### src/rtl/lbfgs_pkg.sv
// Shared types and constants for the L-BFGS history sequencer and its ring memories.
//   seq_state_t : sequencer states
//   phase_t     : two-loop recursion phase tag (backward / forward)
//   HIST_DEPTH_DEF : default history depth, shared with the memory instances
package lbfgs_pkg;

  localparam int unsigned HIST_DEPTH_DEF = 10;

  typedef enum logic [2:0] {
    IDLE,
    WRITE,
    BWD,
    MID,
    FWD,
    FIN
  } seq_state_t;

  typedef enum logic {
    PH_BWD = 1'b0,
    PH_FWD = 1'b1
  } phase_t;

endpackage

### src/rtl/lbfgs_hist_seq_out_slot.sv
// hist_out_slot: one-entry valid/ready register carrying the tags of the read
// currently presented to the datapath.
//   clk, rst      : clock, async active-low reset
//   clr           : synchronous flush (abort), highest priority
//   load          : a read is being issued this cycle; capture ld_* tags
//   ready         : datapath accepts the presented element
//   valid/phase/age/last : registered qualifier and tags
//   permit_c      : combinational; a new read may be issued this cycle
module hist_out_slot
  import lbfgs_pkg::*;
#(
  parameter int unsigned CW = 4
) (
  input  logic          clk,
  input  logic          rst,
  input  logic          clr,
  input  logic          load,
  input  phase_t        ld_phase,
  input  logic [CW-1:0] ld_age,
  input  logic          ld_last,
  input  logic          ready,
  output logic          valid,
  output phase_t        phase,
  output logic [CW-1:0] age,
  output logic          last,
  output logic          permit_c
);

  // Slot is free, or is being drained this cycle.
  assign permit_c = !valid || ready;

  // Load beats drain so a consumed element is replaced in the same cycle.
  always_ff @(posedge clk or negedge rst) begin
    if (!rst) begin
      valid <= 1'b0;
      phase <= PH_BWD;
      age   <= '0;
      last  <= 1'b0;
    end else if (clr) begin
      valid <= 1'b0;
      phase <= PH_BWD;
      age   <= '0;
      last  <= 1'b0;
    end else if (load) begin
      valid <= 1'b1;
      phase <= ld_phase;
      age   <= ld_age;
      last  <= ld_last;
    end else if (ready) begin
      valid <= 1'b0;
    end
  end

endmodule

### src/rtl/lbfgs_hist_seq.sv
// lbfgs_hist_seq: sequences the rho/s/y history ring memories through one
// L-BFGS two-loop iteration: optional pair write, N newest-to-oldest reads,
// wait for the H0 middle step, then N oldest-to-newest reads.
//   clk, rst          : clock, async active-low reset (also resets the memories)
//   start, new_pair   : begin iteration; write a new pair first when new_pair=1
//   abort             : synchronous abort back to IDLE
//   mid_done          : H0 middle step finished
//   out_ready         : datapath accepts the current read result
//   mem_wr_en/mem_rd_en/mem_loop_next : memory strobes (loop_next=1 on forward reads)
//   out_valid/out_phase/out_age/out_last : qualifier and tags for memory dout
//   mid_req, busy, done, err, hist_cnt   : status
module lbfgs_hist_seq
  import lbfgs_pkg::*;
#(
  parameter int unsigned HIST_DEPTH = HIST_DEPTH_DEF,
  localparam int unsigned CW = $clog2(HIST_DEPTH + 1)
) (
  input  logic          clk,
  input  logic          rst,
  input  logic          start,
  input  logic          new_pair,
  input  logic          abort,
  input  logic          mid_done,
  input  logic          out_ready,
  output logic          mem_wr_en,
  output logic          mem_rd_en,
  output logic          mem_loop_next,
  output logic          out_valid,
  output logic          out_phase,
  output logic [CW-1:0] out_age,
  output logic          out_last,
  output logic          mid_req,
  output logic          busy,
  output logic          done,
  output logic          err,
  output logic [CW-1:0] hist_cnt
);

  seq_state_t    state, state_next;
  logic [CW-1:0] hist_cnt_next;
  logic [CW-1:0] n_lat, n_next;
  logic [CW-1:0] rd_idx, rd_idx_next;
  logic          err_next;

  logic          permit;
  logic          reads_left;
  logic          accept_last;
  phase_t        ld_phase;
  logic [CW-1:0] ld_age;
  logic          ld_last;
  phase_t        slot_phase;

  // rd_idx counts reads issued in the current phase; age is derived from it.
  assign reads_left = rd_idx < n_lat;
  assign ld_phase   = (state == FWD) ? PH_FWD : PH_BWD;
  assign ld_age     = (state == FWD) ? CW'(n_lat - rd_idx - CW'(1)) : rd_idx;
  assign ld_last    = rd_idx == CW'(n_lat - CW'(1));
  assign accept_last = out_valid && out_ready && out_last;
  assign out_phase  = slot_phase == PH_FWD;

  // State register and sequencer bookkeeping.
  always_ff @(posedge clk or negedge rst) begin
    if (!rst) begin
      state    <= IDLE;
      hist_cnt <= '0;
      n_lat    <= '0;
      rd_idx   <= '0;
      err      <= 1'b0;
    end else begin
      state    <= state_next;
      hist_cnt <= hist_cnt_next;
      n_lat    <= n_next;
      rd_idx   <= rd_idx_next;
      err      <= err_next;
    end
  end

  // Next-state and strobe decode; abort overrides everything at the end.
  always_comb begin
    state_next    = state;
    hist_cnt_next = hist_cnt;
    n_next        = n_lat;
    rd_idx_next   = rd_idx;
    err_next      = err;
    mem_wr_en     = 1'b0;
    mem_rd_en     = 1'b0;
    mem_loop_next = 1'b0;
    mid_req       = 1'b0;
    done          = 1'b0;
    busy          = state != IDLE;

    case (state)
      IDLE: begin
        if (start) begin
          if (new_pair) begin
            state_next = WRITE;
          end else begin
            // Without a fresh write the ring read pointers are stale.
            if (hist_cnt != '0) err_next = 1'b1;
            state_next = FIN;
          end
        end
      end
      WRITE: begin
        mem_wr_en     = 1'b1;
        hist_cnt_next = (hist_cnt == CW'(HIST_DEPTH)) ? hist_cnt : CW'(hist_cnt + CW'(1));
        n_next        = hist_cnt_next;
        rd_idx_next   = '0;
        state_next    = BWD;
      end
      BWD, FWD: begin
        mem_rd_en     = reads_left && permit;
        mem_loop_next = (state == FWD) && mem_rd_en;
        if (mem_rd_en) rd_idx_next = CW'(rd_idx + CW'(1));
        if (accept_last) begin
          rd_idx_next = '0;
          state_next  = (state == BWD) ? MID : FIN;
        end
      end
      MID: begin
        mid_req = 1'b1;
        if (mid_done) state_next = FWD;
      end
      FIN: begin
        done       = 1'b1;
        state_next = IDLE;
      end
      default: state_next = IDLE;
    endcase

    if (abort) begin
      state_next    = IDLE;
      hist_cnt_next = hist_cnt;
      n_next        = n_lat;
      rd_idx_next   = rd_idx;
      err_next      = err;
      mem_wr_en     = 1'b0;
      mem_rd_en     = 1'b0;
      mem_loop_next = 1'b0;
    end
  end

  hist_out_slot #(
    .CW(CW)
  ) u_slot (
    .clk      (clk),
    .rst      (rst),
    .clr      (abort),
    .load     (mem_rd_en),
    .ld_phase (ld_phase),
    .ld_age   (ld_age),
    .ld_last  (ld_last),
    .ready    (out_ready),
    .valid    (out_valid),
    .phase    (slot_phase),
    .age      (out_age),
    .last     (out_last),
    .permit_c (permit)
  );

endmodule
### config.mk
export PLATFORM = sky130hd
export DESIGN_NAME = lbfgs_hist_seq
export DESIGN_NICKNAME = d
export VERILOG_FILES = /design/src/rtl/lbfgs_pkg.sv /design/src/rtl/lbfgs_hist_seq_out_slot.sv /design/src/rtl/lbfgs_hist_seq.sv
export SDC_FILE = /design/constraint.sdc
export NUM_CORES = 1
export LEC_CHECK = 0
export BUFFER_PORTS_ARGS = -buffer_cell sky130_fd_sc_hd__buf_2
export CAP_MARGIN = 40
export CORE_UTILIZATION = 54
export DETAILED_ROUTE_END_ITERATION = 6
export PLACE_DENSITY = 0.78
export REMOVE_ABC_BUFFERS = 1
export SETUP_SLACK_MARGIN = 0.5
export SLEW_MARGIN = 20
export SYNTH_ARGS = -nofsm -noshare
export SYNTH_HDL_FRONTEND = slang
export SYNTH_SLANG_ARGS = --single-unit
### constraint.sdc
create_clock -name clk -period 2.4 [get_ports clk]
set_input_delay 0.48 -clock clk [delete_from_list [all_inputs] [get_ports clk]]
set_output_delay 0.48 -clock clk [all_outputs]
set_load 0.05 [all_outputs]
==> results of run 1 <==
-- final cells by class --
class | instances | area [µm²] | area share
multi-input cells | 99 | 801 | 0.472
inverters | 10 | 37.5 | 0.0221
flip-flops and latches | 19 | 480 | 0.283
well taps | 28 | 35.0 | 0.0207
clock inverters | 1 | 5.00 | 0.00295
repair buffers | 45 | 314 | 0.185
clock buffers | 3 | 22.5 | 0.0133
-- per-layer routing --
metal	global-route usage	wire (µm)	vias to the layer above
li1	-	-	556
met1	0.326	1380	567
met2	0.471	1660	49
met3	0.0303	162	13
met4	0.157	109	0
met5	0	0	-
-- registers in the layout, indices dropped and copies added, names as in the netlist --
register / cells
u_slot.age: 4
u_slot.valid: 1
n_lat: 4
u_slot.last: 1
rd_idx: 4
u_slot.phase: 1
state: 3
err: 1
-- report_power, final --
group	internal, mW	leakage (nW)	switching [mW]
sequential	0.392	0.243	0.0785
clock	0.0624	0.0177	0.104
combinational	0.520	0.578	0.721
total	0.974	0.838	0.904
-- synthesized netlist by cell type --
| cell | count | area (µm²) |
|---|---|---|
| mux2_4 | 1 | 15.0 |
| nor4_1 | 1 | 6.26 |
| a311o_1 | 1 | 10.0 |
| and3_1 | 1 | 6.26 |
| o211a_1 | 1 | 10.0 |
| nand2b_1 | 1 | 6.26 |
| nor2b_2 | 1 | 8.76 |
| a32o_1 | 1 | 10.0 |
| and3b_1 | 1 | 8.76 |
| ha_1 | 12 | 150 |
| mux2i_1 | 2 | 20.0 |
| a21oi_4 | 1 | 16.3 |
| o22ai_1 | 1 | 6.26 |
| o21ai_1 | 3 | 15.0 |
| clkbuf_1 | 1 | 3.75 |
| xor2_1 | 3 | 26.3 |
| nand2_1 | 12 | 45.0 |
| mux2_2 | 1 | 11.3 |
| or3_1 | 3 | 18.8 |
| a21o_1 | 2 | 15.0 |
| o21ai_0 | 7 | 35.0 |
| a311oi_1 | 1 | 8.76 |
| nor4b_4 | 1 | 23.8 |
| inv_1 | 10 | 37.5 |
| o211ai_1 | 1 | 7.51 |
| and3b_2 | 1 | 10.0 |
| a21oi_1 | 9 | 45.0 |
| dfrtp_1 | 19 | 475 |
| o311a_1 | 1 | 10.0 |
| buf_2 | 2 | 10.0 |
| a22o_1 | 1 | 8.76 |
| buf_4 | 1 | 7.51 |
| a31oi_1 | 2 | 12.5 |
| nor3_1 | 3 | 15.0 |
| a31o_2 | 1 | 8.76 |
| nor2_1 | 6 | 22.5 |
| fa_1 | 1 | 20.0 |
| and2_2 | 1 | 7.51 |
| nand4_1 | 3 | 18.8 |
| a31o_1 | 1 | 8.76 |
| xnor2_1 | 8 | 70.1 |
| nor2b_1 | 2 | 12.5 |
-- logic make-up after synthesis --
family                   after synthesis
AND/OR/NAND/NOR                       37
AO/OA/AOI/OAI                         34
flip-flops                            19
buffers and inverters                 14
adder cells (fa/ha/maj)               13
XOR/XNOR                              11
multiplexers                           4
-- worst max-delay path by stage --
stage | slack, ns | endpoint | cells after the start
final | -0.007 | mem_loop_next | 6
after global routing | -0.06 | mem_loop_next | 6
after CTS | 0.001 | mem_loop_next | 6
after detailed placement | 0.17 | mem_loop_next | 6
after global placement | 0.28 | mem_rd_en | 8
after floorplan | -1.02 | mem_loop_next | 6
-- what timing repair did --
action,4_1_cts,5_1_grt
pin swaps,5,5
buffers inserted,10,3
endpoints found under the hold margin,0,0
endpoints found under the setup margin,7,15
resized for setup,13,14
hold buffers,0,0
-- critical path: stages, from the launching register on --
cell and delay (ns):
dfrtp_1 0.44, ha_4 0.26, nor2b_4 0.12, o211ai_1 0.24, nand2_1 0.13, nor3_2 0.24, buf_6 0.20
-- stage by stage --
| step | setup WS [ns] | utilization | instance area, µm² |
|---|---|---|---|
| CTS | 0.00119 | 0.724 | 1620 |
| floorplan | -1.02 | - | 1260 |
| detailed placement | 0.170 | 0.662 | 1480 |
| finish | -0.00726 | 0.759 | 1700 |
| global placement | 0.278 | 0.662 | 1480 |
| global route | -0.0612 | 0.759 | 1700 |
==> metrics.csv, run 1 <==
stage,metric,value,unit
synth,synthesized area,1280,µm²
clock_network,maximum clock path buffer count,2,
synth,mux cell area share after synthesis,0.0360,
sta,Slew headroom,0.595,
power_and_ir_drop,Pwr per Cell Area,1110,nW/µm²
sta,Hold Fails Final Rpt,0,
synth,Synth Area in Simple Gates,0.164,
sta,Final min period,2.41,ns
sta,hold slack,0.0990,ns
route,first drt pass iteration count,4,
floorplan,# IOs,25,
route,routed via count,1185,
setup_path,CP Launch Point,rd_idx[1],
layout,number of nets in the layout,198,
setup_path,Crit path required time,1.92,ns
placed_design,port bufs,24,
sta,Max Freq,415,MHz
layout,antenna cell count,0,
synth,Synth Area in XOR/XNOR,0.0750,
route,Post-route DRC,0,
synth,sequential area share after synthesis,0.370,
synth,Synth cell types,42,
global_routing,initial antenna violation count,0,
layout,fill count,148,
setup_path,crit end category,primary output,
floorplan,Die Wd,50.8,µm
power_and_ir_drop,Peak VDD IR,1.09,mV
synth,YS warnings,0,
global_routing,first-pass GRT wire length,5.06,mm
setup_path,Critical Path AT,1.93,ns
synth,Post-Synthesis Cells,132,
clock_network,TritonCTS buffer count,3,
synth,main combinational cell family by area after synthesis,compound AO/OA/AOI/OAI gates,
clock_network,Root Driver,clkbuf_4,
global_routing,GRT overflow,0,
layout,Non-Filler Instances,205,
route,via/cell ratio,5.78,
clock_network,Sink Count,19,
global_routing,total track usage,0.273,
power_and_ir_drop,LEAKAGE,0.838,nW
floorplan,Initial Util,0.575,
sta,period utilisation layout,1.00,
sta,total negative slack,-0.00726,ns
hold_path,HP Class,input port to asynchronous set/reset pin,
route,Iteration-0 DRC Markers,39,
layout,most frequent cells in the layout,"buf_2, buf_4, dfrtp_1",
floorplan,core area,2230,µm²
clock_network,H-tree depth,1,
route,drt wl/cell,16.2,µm
floorplan,Die Footprint,2580,µm²
power_and_ir_drop,Tot Pwr,1.88,mW
run_status,outcome,"complete, but fails checks",
floorplan,Die Y,50.8,µm
clock_network,clock slew at reported path FFs,0.11,ns
route,Routed WL,3.31,mm
global_routing,largest net degree at the start of global routing,20,
run,MaxCap Viol Count,0,
run_status,violated checks,setup timing,
route,Post-DRT Antenna Nets,0,
sta,Clock Skew,0.00753,ns
synth,syn avg cell area,9.73,µm²
placed_design,GP Congestion,0.918,
synth,Synth Register Bits,19,
setup_path,RR Endpoint,u_slot.age[3],
placed_design,Detail Placement HPWL,2.28,mm
synth,Synth Area in Adders,0.132,
floorplan,row count,17,
setup_path,crit path launch type,flip-flop,
global_routing,vias in the first global route,1128,
clock_network,CTS tree,yes,
sta,pin slew with the least headroom to its limit,0.604,ns
sta,Final Max Slew Viols,0,
placed_design,dpl cells,188,
setup_path,r2r startpoint,rd_idx[2],
sta,setup ws final,-0.00726,ns
layout,"most common cell after layout, fill and taps aside",buf_2,
setup_path,CP Max Fanout,2,
layout,share of cells above drive strength 1,0.401,
synth,Synth Area in Compound Gates,0.177,
sta,"Setup violations, final",1,
setup_path,Reg2Reg Depth,7,
setup_path,CP Class,flip-flop to primary output,
layout,area delta synth->final,31.9,%
sta,RSZ-0062 raised after global routing,true,
clock_network,clk_lat worst skew,0.31,ns
setup_path,"setup slack, reg-to-reg",0.30,ns
Note: power is estimated with default switching activity, not from simulation.
==> run 2: changes to the inputs <==
--- a/config.mk
+++ b/config.mk
@@ -5,11 +5,13 @@
 export SDC_FILE = /design/constraint.sdc
 export NUM_CORES = 1
 export LEC_CHECK = 0
+export ABC_AREA = 1
 export BUFFER_PORTS_ARGS = -buffer_cell sky130_fd_sc_hd__buf_2
-export CAP_MARGIN = 40
-export CORE_UTILIZATION = 54
+export CAP_MARGIN = 25
+export CORE_ASPECT_RATIO = 2
+export CORE_UTILIZATION = 55
 export DETAILED_ROUTE_END_ITERATION = 6
-export PLACE_DENSITY = 0.78
+export PLACE_DENSITY = 0.79
 export REMOVE_ABC_BUFFERS = 1
 export SETUP_SLACK_MARGIN = 0.5
 export SLEW_MARGIN = 20
==> run 2 against run 1 <==
The run now ends clean. Core utilization increased by 0.30 points. Worst hold slack improved by 0.040 ns. Die area increased by 9.8%. Total power increased by 27%. Clock skew decreased by 0.0056 ns. Final cell count increased by 32%. Sequential share of layout area decreased by 2.2 points. Worst setup slack improved by 0.27 ns. Flip-flop and latch count unchanged. Critical path type unchanged. Area after synthesis increased by 12%. Via count increased by 27%.
==> metrics.csv, run 2 <==
stage,metric,value,unit,change
run_status,outcome,completed,,
route,drt wl/cell,15.2,µm,-5.7%
route,Iteration-0 DRC Markers,58,,+49%
placed_design,port bufs,24,,unchanged
route,routed via count,1509,,+27%
route,Routed WL,4.11,mm,+24%
sta,Slew headroom,0.706,,+0.111
global_routing,vias in the first global route,1540,,+37%
power_and_ir_drop,Peak VDD IR,0.799,mV,-27%
synth,YS warnings,0,,unchanged
sta,Hold Fails Final Rpt,0,,unchanged
placed_design,Detail Placement HPWL,2.86,mm,+25%
synth,most frequent cell after synthesis,nand2_1,,
setup_path,crit end category,primary output,,
global_routing,initial antenna violation count,0,,unchanged
global_routing,largest net degree at the start of global routing,20,,unchanged
hold_path,HP Class,input port to asynchronous set/reset pin,,
route,Post-route DRC,0,,unchanged
synth,sequential area share after synthesis,0.331,,-0.0387
layout,biggest regs,"n_lat x4, rd_idx x4, u_slot.age x4",,
setup_path,crit path launch type,flip-flop,,
clock_network,TritonCTS buffer count,3,,unchanged
route,via/cell ratio,5.59,,-3.3%
clock_network,H-tree depth,1,,unchanged
layout,antenna cell count,0,,unchanged
clock_network,cts hold-fix bufs,0,,unchanged
sta,Final Max Slew Viols,0,,unchanged
floorplan,Die Y,74.2,µm,+46%
route,highest metal used,met4,,
synth,Synth cell types,26,,-38%
power_and_ir_drop,Pwr per Cell Area,1300,nW/µm²,+17%
synth,"Async S/R FF share, synth",1.00,,unchanged
setup_path,CP Class,flip-flop to primary output,,
route,met2 wire length,2.28,mm,+37%
sta,Max Freq,468,MHz,+13%
synth,area share of the largest cell type after synthesis,0.331,,-0.0387
floorplan,Initial Util,0.596,,+0.0205
sta,pin slew with the least headroom to its limit,0.441,ns,-0.162 ns
layout,area delta synth->final,27.9,%,
route,met1 wire length,1.39,mm,+1.2%
power_and_ir_drop,LEAKAGE,1.03,nW,+23%
route,Post-DRT Antenna Nets,0,,unchanged
floorplan,Die Footprint,2830,µm²,+9.8%
setup_path,r2r startpoint,rd_idx[0],,
global_routing,GRT overflow,0,,unchanged
synth,synthesized area,1440,µm²,+12%
setup_path,Reg2Reg Depth,8,,+1
sta,RSZ-0062 raised after global routing,true,,
clock_network,clock slew at reported path FFs,0.08,ns,-0.03 ns
run,MaxCap Viol Count,0,,unchanged
sta,"Setup violations, final",0,,-1
layout,number of nets in the layout,264,,+33%
layout,most frequent cells in the layout,"nand2_1, nand3_1, inv_1",,
setup_path,Crit path required time,1.92,ns,about the same
synth,Synth Flop Type,dfrtp_1,,
synth,Post-synth top cells,"nand2_1, inv_1, nand3_1",,
layout,post-layout util,0.762,,+0.00297
clock_network,CTS tree,yes,,
synth,Post-Synthesis Cells,199,,+51%
floorplan,row count,25,,+8
sta,hold slack,0.139,ns,+0.0398 ns
setup_path,CP Max Fanout,3,,+1
synth,largest cells by area after synthesis,"dfrtp_1, nand2_1, ha_1",,
layout,"most common cell after layout, fill and taps aside",nand2_1,,
setup_path,RR Endpoint,u_slot.age[2],,
synth,cell taking the most area after synthesis,dfrtp_1,,
layout,share of cells above drive strength 1,0.305,,-0.0966
clock_network,Root Driver,clkbuf_8,,
floorplan,# IOs,25,,unchanged
setup_path,Critical Path AT,1.66,ns,-0.27 ns
clock_network,clk_lat worst skew,0.27,ns,-0.04 ns
synth,syn avg cell area,7.21,µm²,-26%
route,met3 routed WL,196,µm,+21%
placed_design,Post-DP Area,1610,µm²,+8.6%
layout,fin area,1840,µm²,+8.3%
floorplan,Die Wd,38.1,µm,-25%
sta,period utilisation layout,0.890,,-0.113
synth,Synth Register Bits,19,,unchanged
synth,Post-synth EDFFs,0,,unchanged
floorplan,core area,2410,µm²,+7.8%
clock_network,Sink Count,19,,unchanged
sta,Clock Skew,0.00196,ns,-0.00557 ns
global_routing,total track usage,0.334,,+0.0608
route,first drt pass iteration count,4,,unchanged
clock_network,maximum clock path buffer count,2,,unchanged
sta,Final min period,2.14,ns,-0.272 ns
global_routing,first-pass GRT wire length,6.58,mm,+30%
placed_design,GP Congestion,0.976,,+6.4%
setup_path,"setup slack, reg-to-reg",0.74,ns,+0.44 ns
-- run 2: worst max path at each step --
stage / from / cells past startpoint / end / slack (ns)
4_1_cts: rd_idx[3] / 7 / mem_loop_next / 0.26
6_report: n_lat[3] / 8 / mem_loop_next / 0.26
2_1_floorplan: n_lat[1] / 7 / mem_loop_next / -0.75
5_1_grt: n_lat[3] / 8 / mem_loop_next / 0.21
3_3_place_gp: n_lat[2] / 8 / mem_loop_next / 0.24
3_5_place_dp: n_lat[2] / 8 / mem_loop_next / 0.18
-- run 2: timing repair --
item                       CTS  global route
resized for setup           18             5
buffers inserted            11             3
setup endpoints to repair    2             3
pin swaps                    7             6
-- run 2: logic make-up (layout without fill, tap and decap cells) --
group / count (synthesis) / count (layout) / synth area share
AOI/OAI and AO/OA: 13 / 13 / 0.0541
DFF: 19 / 19 / 0.331
xor gates and xnor gates: 5 / 5 / 0.0305
adders and majority gates: 13 / 13 / 0.119
and+or+nand+nor: 119 / 119 / 0.384
buffers and inverters: 30 / 74 / 0.0820
-- run 2: metal layers --
layer,vias to the layer above,GRT usage
met2,72,0.621
li1,716,-
met1,697,0.305
met4,0,0.226
met3,24,0.0537
met5,-,0
-- run 2: cell type report --
cell class | instances | area (µm²)
Inverter | 28 | 105
Sequential cell | 19 | 479
Multi-Input combinational cell | 150 | 901
Tap cell | 27 | 33.8
Clock buffer | 3 | 41.3
Timing Repair Buffer | 42 | 270
Clock inverter | 1 | 5.00
Fill cell | 164 | 573
-- run 2: through the flow --
step | TNS [ns] | instances | setup WS [ns] | total power, mW
5_1_grt | 0 | 270 | 0.215 | 2.53
4_1_cts | 0 | 267 | 0.257 | 2.27
6_report | 0 | 270 | 0.265 | 2.38
3_5_place_dp | 0 | 252 | 0.184 | 1.83
2_1_floorplan | -1.28 | 197 | -0.753 | 1.51
3_3_place_gp | 0 | 252 | 0.243 | 1.79
-- run 2: critical path, cell delays in order (launching register included) --
cell	delay (ns)
dfrtp_1	0.41
inv_2	0.09
ha_4	0.21
nand2_2	0.06
inv_2	0.04
nor2_4	0.16
nand2_2	0.10
nor3_4	0.14
buf_6	0.18
-- run 2: report_power, final --
part           switching, mW  internal [mW]
logic                   1.08          0.557
registers             0.0856          0.414
clock network          0.129          0.116
